### config.mk
export PLATFORM = sky130hd
export DESIGN_NAME = row_pe_layer_scheduler
export DESIGN_NICKNAME = d
export VERILOG_FILES = /design/src/rtl/row_pe_layer_scheduler.sv
export SDC_FILE = /design/constraint.sdc
export NUM_CORES = 1
export LEC_CHECK = 0
export ABC_AREA = 1
export CAP_MARGIN = 30
export CORE_ASPECT_RATIO = 0.5
export CORE_MARGIN = 5
export CORE_UTILIZATION = 45
export DETAILED_ROUTE_END_ITERATION = 6
export HOLD_SLACK_MARGIN = 0.02
export PLACE_DENSITY = 0.7
export SLEW_MARGIN = 20
export SYNTH_ARGS = -nofsm -noshare
export SYNTH_HDL_FRONTEND = slang
export SYNTH_SLANG_ARGS = --single-unit
### constraint.sdc
create_clock -name sys_clk -period 1.7 [get_ports sys_clk]
set_input_delay 0.255 -clock sys_clk [delete_from_list [all_inputs] [get_ports sys_clk]]
set_output_delay 0.255 -clock sys_clk [all_outputs]
set_load 0.05 [all_outputs]
### src/rtl/row_pe_layer_scheduler.sv
// Layer scheduler for a row-parallel LDPC decoder: sequences IB-RAM refresh, v2c/c2v loads,
// CNU/VNU latency waits and iteration control. All outputs are registered.
module row_pe_layer_scheduler #(
  parameter int unsigned VN_DEGREE       = 3,
  parameter int unsigned VN_PAGE_ADDR_BW = 6,
  parameter int unsigned REFRESH_PAGES   = 4,
  parameter int unsigned CNU_LATENCY     = 2,
  parameter int unsigned VNU_LATENCY     = 3,
  parameter int unsigned MAX_ITER        = 10
) (
  input  logic                       sys_clk,
  input  logic                       rst,
  input  logic                       start,
  input  logic                       early_stop,
  output logic                       busy,
  output logic                       done,
  output logic [3:0]                 iter_cnt,
  output logic [1:0]                 layer_cnt,
  output logic                       v2c_src,
  output logic                       v2c_latch_en,
  output logic                       c2v_latch_en,
  output logic [1:0]                 load,
  output logic [1:0]                 parallel_en,
  output logic                       vnu_read_addr_offset,
  output logic [VN_PAGE_ADDR_BW:0]   vnu_page_addr,
  output logic [VN_DEGREE-1:0]       vnu_ib_ram_we,
  output logic                       hd_valid
);

  typedef enum logic [3:0] {
    StIdle, StRefresh, StV2cLoad, StCnuWait, StC2vLoad, StVnuWait, StLayerEnd, StIterEnd, StDone
  } state_e;

  localparam logic [VN_PAGE_ADDR_BW-1:0] LastPage  = VN_PAGE_ADDR_BW'(REFRESH_PAGES - 1);
  localparam logic [1:0]                 LastLayer = 2'(VN_DEGREE - 1);
  localparam logic [3:0]                 LastIter  = 4'(MAX_ITER - 1);
  localparam logic [3:0]                 CnuInit   = 4'(CNU_LATENCY - 1);
  localparam logic [3:0]                 VnuInit   = 4'(VNU_LATENCY - 1);

  state_e                     state_q, state_d;
  logic [3:0]                 iter_q, iter_d;
  logic [1:0]                 layer_q, layer_d;
  logic [VN_PAGE_ADDR_BW-1:0] page_q, page_d;
  logic [3:0]                 cnt_q, cnt_d;

  logic                       busy_q, busy_d;
  logic                       done_q, done_d;
  logic                       v2c_src_q, v2c_src_d;
  logic                       v2c_latch_q, v2c_latch_d;
  logic                       c2v_latch_q, c2v_latch_d;
  logic                       rd_off_q, rd_off_d;
  logic [VN_PAGE_ADDR_BW:0]   page_addr_q, page_addr_d;
  logic [VN_DEGREE-1:0]       we_q, we_d;
  logic                       hd_valid_q, hd_valid_d;

  always_comb begin
    state_d = state_q;
    iter_d  = iter_q;
    layer_d = layer_q;
    page_d  = page_q;
    cnt_d   = cnt_q;

    unique case (state_q)
      StIdle: begin
        if (start) begin
          state_d = StRefresh;
          iter_d  = '0;
          layer_d = '0;
          page_d  = '0;
        end
      end
      StRefresh: begin
        if (page_q == LastPage) begin
          state_d = StV2cLoad;
        end else begin
          page_d = page_q + 1'b1;
        end
      end
      StV2cLoad: begin
        state_d = StCnuWait;
        cnt_d   = CnuInit;
      end
      StCnuWait: begin
        if (cnt_q == '0) begin
          state_d = StC2vLoad;
        end else begin
          cnt_d = cnt_q - 1'b1;
        end
      end
      StC2vLoad: begin
        state_d = StVnuWait;
        cnt_d   = VnuInit;
      end
      StVnuWait: begin
        if (cnt_q == '0) begin
          state_d = StLayerEnd;
        end else begin
          cnt_d = cnt_q - 1'b1;
        end
      end
      StLayerEnd: begin
        if (layer_q == LastLayer) begin
          state_d = StIterEnd;
        end else begin
          state_d = StV2cLoad;
          layer_d = layer_q + 1'b1;
        end
      end
      StIterEnd: begin
        if (early_stop || (iter_q == LastIter)) begin
          state_d = StDone;
        end else begin
          state_d = StRefresh;
          iter_d  = iter_q + 1'b1;
          layer_d = '0;
          page_d  = '0;
        end
      end
      StDone:  state_d = StIdle;
      default: state_d = StIdle;
    endcase

    // Outputs are decoded from the next state so they are valid in the cycle the state is held.
    busy_d      = (state_d != StIdle) && (state_d != StDone);
    done_d      = (state_d == StDone);
    hd_valid_d  = (state_d == StIterEnd);
    v2c_latch_d = (state_d == StV2cLoad);
    c2v_latch_d = (state_d == StC2vLoad);
    rd_off_d    = (state_d != StIdle) ? iter_d[0] : 1'b0;
    v2c_src_d   = (state_d inside {StV2cLoad, StCnuWait, StC2vLoad, StVnuWait, StLayerEnd}) &&
                  (iter_d == '0) && (layer_d == '0);
    page_addr_d = '0;
    we_d        = '0;
    if (state_d == StRefresh) begin
      page_addr_d = {iter_d[0], page_d};
      we_d        = '1;
    end
  end

  always_ff @(posedge sys_clk) begin
    if (rst) begin
      state_q     <= StIdle;
      iter_q      <= '0;
      layer_q     <= '0;
      page_q      <= '0;
      cnt_q       <= '0;
      busy_q      <= 1'b0;
      done_q      <= 1'b0;
      v2c_src_q   <= 1'b0;
      v2c_latch_q <= 1'b0;
      c2v_latch_q <= 1'b0;
      rd_off_q    <= 1'b0;
      page_addr_q <= '0;
      we_q        <= '0;
      hd_valid_q  <= 1'b0;
    end else begin
      state_q     <= state_d;
      iter_q      <= iter_d;
      layer_q     <= layer_d;
      page_q      <= page_d;
      cnt_q       <= cnt_d;
      busy_q      <= busy_d;
      done_q      <= done_d;
      v2c_src_q   <= v2c_src_d;
      v2c_latch_q <= v2c_latch_d;
      c2v_latch_q <= c2v_latch_d;
      rd_off_q    <= rd_off_d;
      page_addr_q <= page_addr_d;
      we_q        <= we_d;
      hd_valid_q  <= hd_valid_d;
    end
  end

  assign busy                 = busy_q;
  assign done                 = done_q;
  assign iter_cnt             = iter_q;
  assign layer_cnt            = layer_q;
  assign v2c_src              = v2c_src_q;
  assign v2c_latch_en         = v2c_latch_q;
  assign c2v_latch_en         = c2v_latch_q;
  assign load                 = {v2c_latch_q, c2v_latch_q};
  assign parallel_en          = {v2c_latch_q, c2v_latch_q};
  assign vnu_read_addr_offset = rd_off_q;
  assign vnu_page_addr        = page_addr_q;
  assign vnu_ib_ram_we        = we_q;
  assign hd_valid             = hd_valid_q;

endmodule

==> summary.md, run 1 <==
| Metric | Value |
|---|---|
| Gate power share | `between 10% and 20%` |
| Vias post-DR | `1626` |
| CTS Root Cell | `clkbuf_8` |
| Starting density of the core | `a little under half` |
| Crit Path Class | `reg -> reg` |
| Vias in the first global route | `about 1500` |
| Lkg Pwr | `~1.1 nW` |
| # Post-CTS Setup Buffers | `0` |
| Worst hold stages | `2` |
| Port Buffers | `30` |
| YS warnings | `0` |
| Antenna cell count | `0` |
| Layout Utilization | `between 50% and 60%` |
| CP top delay family | `simple AND/OR/NAND/NOR gates` |
| Dominant synthesized flop cell | `dfxtp_1` |
| FFs w/ async S/R, synth | `0%` |
| Most frequent cells in the layout | `55 x nand2_1, 41 x nor2_1, 33 x buf_4` |
| Antenna violations before repair | `0` |
| Synth Area per Inst | `slightly above 7 um^2` |
| Switching portion of total power | `27.66%` |
| Unique cell type count in the Yosys netlist | `32` |
| Power share of the sequential group | `52.1%` |
| Fmax | `around 630 MHz` |
| Hold path start | `iter_cnt[1]` |
| Nets | `between 200 and 300` |
| DR pass1 iterations | `4` |
| Share of cells above drive strength 1 | `between 20% and 30%` |
| Core footprint | `0.003844 mm^2` |
| Status | `completed` |
| Initial DRC Count | `58` |
| Hold EP | `iter_cnt[1]` |
| Final instance area | `roughly 0.0022 mm^2` |
| R2r worst-path depth | `10` |
| Crit end category | `register` |
| Commonest non-fill, non-tap cell in the layout | `nand2_1` |
| Crit path cell chain | `ha_1 > nand3_1 > nand2_1 > nor2_1 > inv_1 > nand2_1 > nor2_1 > nand2_1 > nor3_1 > nor2_1` |
| Grt ovf | `0` |
| Dpl cell area | `0.002054 mm^2` |
| Remaining DRCs | `0` |
| Post-synthesis sequential area ratio | `~40%` |
| Post-synth EDFFs | `0` |
| Fill cell count | `370` |
| CTS Buffer Depth | `2` |
| Worst Max-Slew Pin Slew | `0.3351 ns` |
| Die Width | `98.52 um` |
| HPWL after DPL | `2906 um` |
| Gr usage total | `between 10% and 20%` |
| Final setup fails | `0` |
| Worst Path Required | `between 1.5 and 2 ns` |
| Multi-input gate area | `~900 um^2` |
| Inserted Clock Buffers | `5` |
| Data arrival time of the worst path | `1.76 ns` |
| Maxcap violations | `0` |
| Relative slew slack | `~78%` |
| Ports | `31` |
| Post-place setup slack | `~0.033 ns` |
| Clock power frac | `37.0%` |
| Clk_skew | `around 0.0058 ns` |
| Max rail drop VDD | `approximately 0.39 mV` |
| Critical Path Fanout Max | `6` |
| Pint | `between 1 and 1.5 mW` |
| Switching pwr | `around 450 uW` |
| Netlist Area Pre-Place | `0.001763 mm^2` |
| Critical-path top delay cell | `dfxtp_4` |
| First-pass GRT wire length | `6437 um` |
| Max stage delay on crit path | `between 0.3 and 0.4 ns` |
| Final wirelength | `around 3800 um` |
| Final worst-path setup slack | `about 0.13 ns` |
| Pin count of the biggest net entering global routing | `14` |
| # rows | `16` |
| CP Buf/Inv Count | `1` |
| Slew Limit Fails | `0` |
| Hold Path Class | `reg -> reg` |
| CTS clk-pin slew, worst paths | `around 0.08 ns` |
| RR Endpoint | `vnu_read_addr_offset` |
| Startpoint type of the worst setup path | `register` |
| Worst R2R Start | `iter_cnt[0]` |
| H-tree depth | `2` |
| Wire per inst | `approximately 11 um` |
| Post-DRT Antenna Nets | `0` |
| Area grow syn2layout | `22.50%` |
| Sinks on Clock Net | `35` |
| Reg-to-reg slack, setup | `0.13 ns` |
| CTS tree | `built` |
| Final cycle utilization of the critical path | `92.64%` |
| Worst path depth | `10` |
| Tmin final | `between 1.5 and 2 ns` |
| GPL Wtd Cong | `between 0.8 and 0.9` |
| Post-Synthesis Cells | `250` |
| Die span in y | `roughly 54 um` |
| Clk Latency, worst-skew pair | `a little under 0.3 ns` |
| Post-CTS Hold Buffers | `0` |
| RSZ-0062 raised after global routing | `true` |
| Hold Vio Cnt, Final | `0` |
| Die ar. | `approximately 0.0053 mm^2` |
| Via/cell ratio | `between 4 and 5` |
| Syn Nets | `~260` |
| Yosys reg bits | `35` |
| Power per cell area | `748.6 mW/mm^2` |
| Sequential cell area | `about 700 um^2` |
routing by layer:
layer | GRT usage, % | up-vias | wire, um
met5 | 0 | - | 0
met4 | 5.215 | 0 | 34
met1 | 18.13 | 732 | 1890
met2 | 27.18 | 36 | 1672
li1 | - | 855 | -
met3 | 5.598 | 3 | 235
how the worst max path moves through the flow:
stage,startpoint,slack (ns),endpoint
after floorplan,layer_cnt[0],-0.01,vnu_read_addr_offset
after global placement,early_stop,0.06,vnu_read_addr_offset
after detailed placement,early_stop,0.03,vnu_read_addr_offset
after CTS,state_q[1],0.12,vnu_read_addr_offset
after global routing,iter_cnt[1],-0.002,page_q[5]
final,iter_cnt[0],0.13,vnu_read_addr_offset
kinds of logic after synthesis:
| kind of cell | Yosys count | synth area share [%] |
|---|---|---|
| AOI/OAI and AO/OA | 22 | 7.169 |
| DFF | 35 | 39.74 |
| xor gates and xnor gates | 4 | 1.988 |
| buffers and inverters | 40 | 9.864 |
| and+or+nand+nor | 142 | 36.27 |
| adders and majority gates | 7 | 4.968 |
registers in the layout (all words and copies together), names as in the netlist:
name / flops
v2c_latch_en: 1
iter_cnt: 4
vnu_ib_ram_we: 1
state_q: 4
done: 1
hd_valid: 1
c2v_latch_en: 1
v2c_src: 1
layer_cnt: 2
vnu_page_addr: 7
busy: 1
cnt_q: 4
page_q: 6
vnu_read_addr_offset: 1
repair_timing:
item | in CTS | in global routing
resized for setup | 0 | 6
endpoints found under the setup margin | 0 | 8
hold endpoints to repair | 0 | 0
power groups by stage:
stage	clock (mW)	combinational, mW	sequential (mW)
after floorplan	0	0.107	0.880
after CTS	0.621	0.175	0.844
final	0.598	0.177	0.842
after global placement	0	0.173	0.862
after detailed placement	0	0.174	0.863
after global routing	0.658	0.194	0.844
worst register-to-register path: cells and delay by family (launching register included):
kind | cells | cell delay [ns]
DFF | 1 | 0.39
and+or+nand+nor | 8 | 0.85
adders and majority gates | 1 | 0.15
buffers and inverters | 1 | 0.09
synth_stat cells (2+ instances only):
cell / number / area [um^2]
o21ai_0: 2 / 10.01
nand3_1: 24 / 120.1
xor2_1: 3 / 26.28
nor3_1: 3 / 15.01
inv_1: 28 / 105.1
nand4_1: 6 / 37.54
a21oi_1: 13 / 65.06
ha_1: 7 / 87.58
buf_4: 6 / 45.04
nand2_2: 3 / 18.77
nor2_2: 2 / 12.51
nor2_1: 42 / 157.7
inv_2: 2 / 7.510
nand2_1: 55 / 206.5
nor2_4: 3 / 33.78
dfxtp_1: 35 / 700.7
cell type report:
cell class | instances | area share, %
repair buffers | 36 | 12.86
inverters | 31 | 5.388
clock inverters | 3 | 0.9270
well taps | 54 | 3.129
multi-input cells | 175 | 41.66
clock buffers | 5 | 3.187
flip-flops and latches | 35 | 32.85
per-stage QoR:
| stage | power (mW) | hold WS, ns | std cells | TNS (ns) |
|---|---|---|---|---|
| finish | 1.617 | 0.5157 | 339 | 0 |
| global route | 1.696 | 0.5535 | 339 | -0.003428 |
| CTS | 1.639 | 0.5149 | 339 | 0 |
| detailed placement | 1.037 | 0.5044 | 331 | 0 |
| global placement | 1.035 | 0.4973 | 331 | 0 |
| floorplan | 0.9875 | 0.4786 | 250 | -0.01446 |
(Power assumes the default switching activity.)
==> run 2: changes to the inputs <==
- CELL_PAD_IN_SITES_DETAIL_PLACEMENT: unset -> 1
- CELL_PAD_IN_SITES_GLOBAL_PLACEMENT: unset -> 1
- CORE_UTILIZATION: 45 -> 37
- PLACE_DENSITY: 0.7 -> unset
- PLACE_DENSITY_LB_ADDON: unset -> 0.1
- TNS_END_PERCENT: unset -> 20
- clock period: 1.7 -> 1.5 ns (I/O delays scaled with it)
==> summary.md, run 2 (same netlist as run 1, synthesis figures left out) <==
| Metric | Value |
|---|---|
| Power share of the sequential group | `47.6% (was 52.1%)` |
| Area grow syn2layout | `70.48% (was 22.50%)` |
| Final instance area | `0.003005 mm^2 (was 0.002160 mm^2)` |
| Maxcap violations | `0 (unchanged)` |
| Layer with the highest usage | `met2 (unchanged)` |
| Crit end category | `register (unchanged)` |
| Final worst-path setup slack | `-0.1411 ns (was 0.1252 ns)` |
| Starting density of the core | `39.10% (was 45.87%)` |
| Worst Max-Slew Pin Slew | `0.4799 ns (was 0.3351 ns)` |
| Slew Limit Fails | `0 (unchanged)` |
| Die ar. | `0.006329 mm^2 (was 0.005345 mm^2)` |
| Core footprint | `0.004509 mm^2 (was 0.003844 mm^2)` |
| Pin count of the biggest net entering global routing | `19 (was 14)` |
| H-tree depth | `2 (unchanged)` |
| Total Power | `1.995 mW (was 1.617 mW)` |
| Sinks on Clock Net | `35 (unchanged)` |
| Hold Path Class | `reg -> reg (unchanged)` |
| Met2 usage | `31.89% (was 27.18%)` |
| Crit path cell chain | `clkinvlp_4 > nor2_4 > nand2_2 > nand2_2 > nor2_4 > buf_4 > a21oi_2 > nor3b_2 (was ha_1 > nand3_1 > nand2_1 > nor2_1 > inv_1 > nand2_1 > nor2_1 > nand2_1 > nor3_1 > nor2_1)` |
| Clock power frac | `36.0% (was 37.0%)` |
| Clk Latency, worst-skew pair | `0.31 ns (was 0.29 ns)` |
| RSZ-0062 raised after global routing | `true (unchanged)` |
| Port Buffers | `30 (unchanged)` |
| Hold Vio Cnt, Final | `0 (unchanged)` |
| Via/cell ratio | `5.163 (was 4.796)` |
| Share of cells above drive strength 1 | `52.91% (was 21.75%)` |
| Final wirelength | `7881 um (was 3832 um)` |
| Inserted Clock Buffers | `5 (unchanged)` |
| # rows | `17 (was 16)` |
| Dpl cell area | `0.002405 mm^2 (was 0.002054 mm^2)` |
| GPL Wtd Cong | `0.8111 (was 0.8595)` |
| Final cycle utilization of the critical path | `109.4% (was 92.64%)` |
| Data arrival time of the worst path | `1.87 ns (was 1.76 ns)` |
| Vias post-DR | `2029 (was 1626)` |
| Post-DRT Antenna Nets | `0 (unchanged)` |
| GR Layer Usage met1 | `23.62% (was 18.13%)` |
| Max stage delay on crit path | `0.42 ns (was 0.39 ns)` |
| Nets | `337 (was 295)` |
| Critical-path top delay cell | `dfxtp_4 (unchanged)` |
| Switching portion of total power | `31.12% (was 27.66%)` |
| CTS Buffer Depth | `2 (unchanged)` |
| Grt met3 use | `4.381% (was 5.598%)` |
| Tmin final | `1.641 ns (was 1.575 ns)` |
| Antenna violations before repair | `0 (unchanged)` |
| Switching pwr | `620.6 uW (was 447.1 uW)` |
| Pint | `1.374 mW (was 1.169 mW)` |
| First-pass GRT wire length | `9108 um (was 6437 um)` |
| Crit Path Class | `reg -> reg (unchanged)` |
| CTS clk-pin slew, worst paths | `0.09 ns (was 0.08 ns)` |
| Max FFs per register | `7 (unchanged)` |
| Post-CTS Hold Buffers | `0 (unchanged)` |
| HPWL after DPL | `4048 um (was 2906 um)` |
| Wire per inst | `20.05 um (was 11.30 um)` |
| Worst Path Required | `1.73 ns (was 1.89 ns)` |
| DR pass1 iterations | `4 (unchanged)` |
| Die span in y | `58.81 um (was 54.26 um)` |
| Ports | `31 (unchanged)` |
| Final setup fails | `11 (was 0)` |
| CTS Root Cell | `clkbuf_8 (unchanged)` |
| Fmax | `609.3 MHz (was 635.0 MHz)` |
| Die Width | `107.6 um (was 98.52 um)` |
| CTS tree | `built (unchanged)` |
| Commonest non-fill, non-tap cell in the layout | `buf_4 (was nand2_1)` |
| Gr usage total | `18.30% (was 15.48%)` |
| Power per cell area | `663.7 mW/mm^2 (was 748.6 mW/mm^2)` |
| CP Buf/Inv Count | `2 (was 1)` |
| Critical Path Fanout Max | `5 (was 6)` |
| Remaining DRCs | `0 (unchanged)` |
| Lkg Pwr | `1.375 nW (was 1.075 nW)` |
| Startpoint type of the worst setup path | `register (unchanged)` |
| Failing checks | `setup timing` |
| Vias in the first global route | `1897 (was 1520)` |
| Antenna cell count | `0 (unchanged)` |
| CP top delay family | `simple AND/OR/NAND/NOR gates (unchanged)` |
| Status | `complete, but fails checks (was completed)` |
| Initial DRC Count | `104 (was 58)` |
| Max rail drop VDD | `0.3977 mV (was 0.3913 mV)` |
| Clk_skew | `0.01117 ns (was 0.005806 ns)` |
| Grt ovf | `0 (unchanged)` |
| Relative slew slack | `67.81% (was 77.52%)` |
| Gate power share | `16.3% (was 10.9%)` |
| Most frequent cells in the layout | `59 x buf_4, 37 x nand2_1, 28 x nor2_1 (was 55 x nand2_1, 41 x nor2_1, 33 x buf_4)` |
[run 2: cell types whose count changed in the layout (fill, tap and decap cells not counted), sizes merged]
cell      previous run  this run
buf                 33        75
inv                 30        29
clkinvlp             2         3
[run 2: worst paths after layout]
check	slack [ns]	cells after the start	end	from
setup / recovery	-0.14	8	v2c_latch_en	state_q[1]
setup reg to reg	-0.14	8	v2c_latch_en	state_q[1]
hold reg to reg	0.54	2	vnu_page_addr[1]	page_q[1]
hold / removal	0.54	2	vnu_page_addr[1]	page_q[1]
[run 2: tightest hold or removal path, stage by stage, from the launching register on]
cell and delay [ns]:
dfxtp_2 0.36, a22oi_2 0.07, nor2_1 0.08
[run 2: per-stage QoR]
stage / hold slack [ns] / setup TNS, ns / setup WS [ns] / utilization, % / std cells
4_1_cts: 0.5508 / -0.02846 / -0.01045 / 55.91 / 376
2_1_floorplan: 0.4786 / -0.02968 / -0.01335 / - / 250
5_1_grt: 0.5598 / -2.064 / -0.2068 / 66.65 / 393
6_report: 0.5447 / -0.7070 / -0.1411 / 66.65 / 393
3_3_place_gp: 0.5022 / -1.021 / -0.1475 / 53.33 / 368
3_5_place_dp: 0.5409 / -1.949 / -0.1618 / 53.33 / 368
[run 2: per-layer routing]
metal | share of wire, % | wire length [um] | up-vias
met5 | 0 | 0 | -
met4 | 2.8 | 217 | 0
met3 | 4.1 | 320 | 27
met2 | 52 | 4062 | 66
met1 | 42 | 3280 | 990
li1 | - | - | 946
[run 2: repair_timing]
item,in CTS,in global routing
pin swaps,5,38
resized for setup,12,95
endpoints found under the setup margin,14,22
buffers inserted,0,19
[run 2: power groups by stage]
stage          sequential, mW  clock [mW]  combinational, mW
2_1_floorplan           0.994           0              0.130
3_3_place_gp            0.973           0              0.237
3_5_place_dp            0.974           0              0.246
4_1_cts                 0.953       0.701              0.253
5_1_grt                 0.952       0.763              0.346
6_report                0.950       0.719              0.326
[run 2: final cells by class]
| class | instances | area, um^2 |
|---|---|---|
| inverters | 31 | 125.1 |
| well taps | 66 | 82.58 |
| repair buffers | 78 | 732.0 |
| multi-input cells | 175 | 1246 |
| fillers | 529 | 1504 |
| clock buffers | 5 | 68.82 |
| clock inverters | 3 | 20.02 |
| flip-flops and latches | 35 | 730.7 |
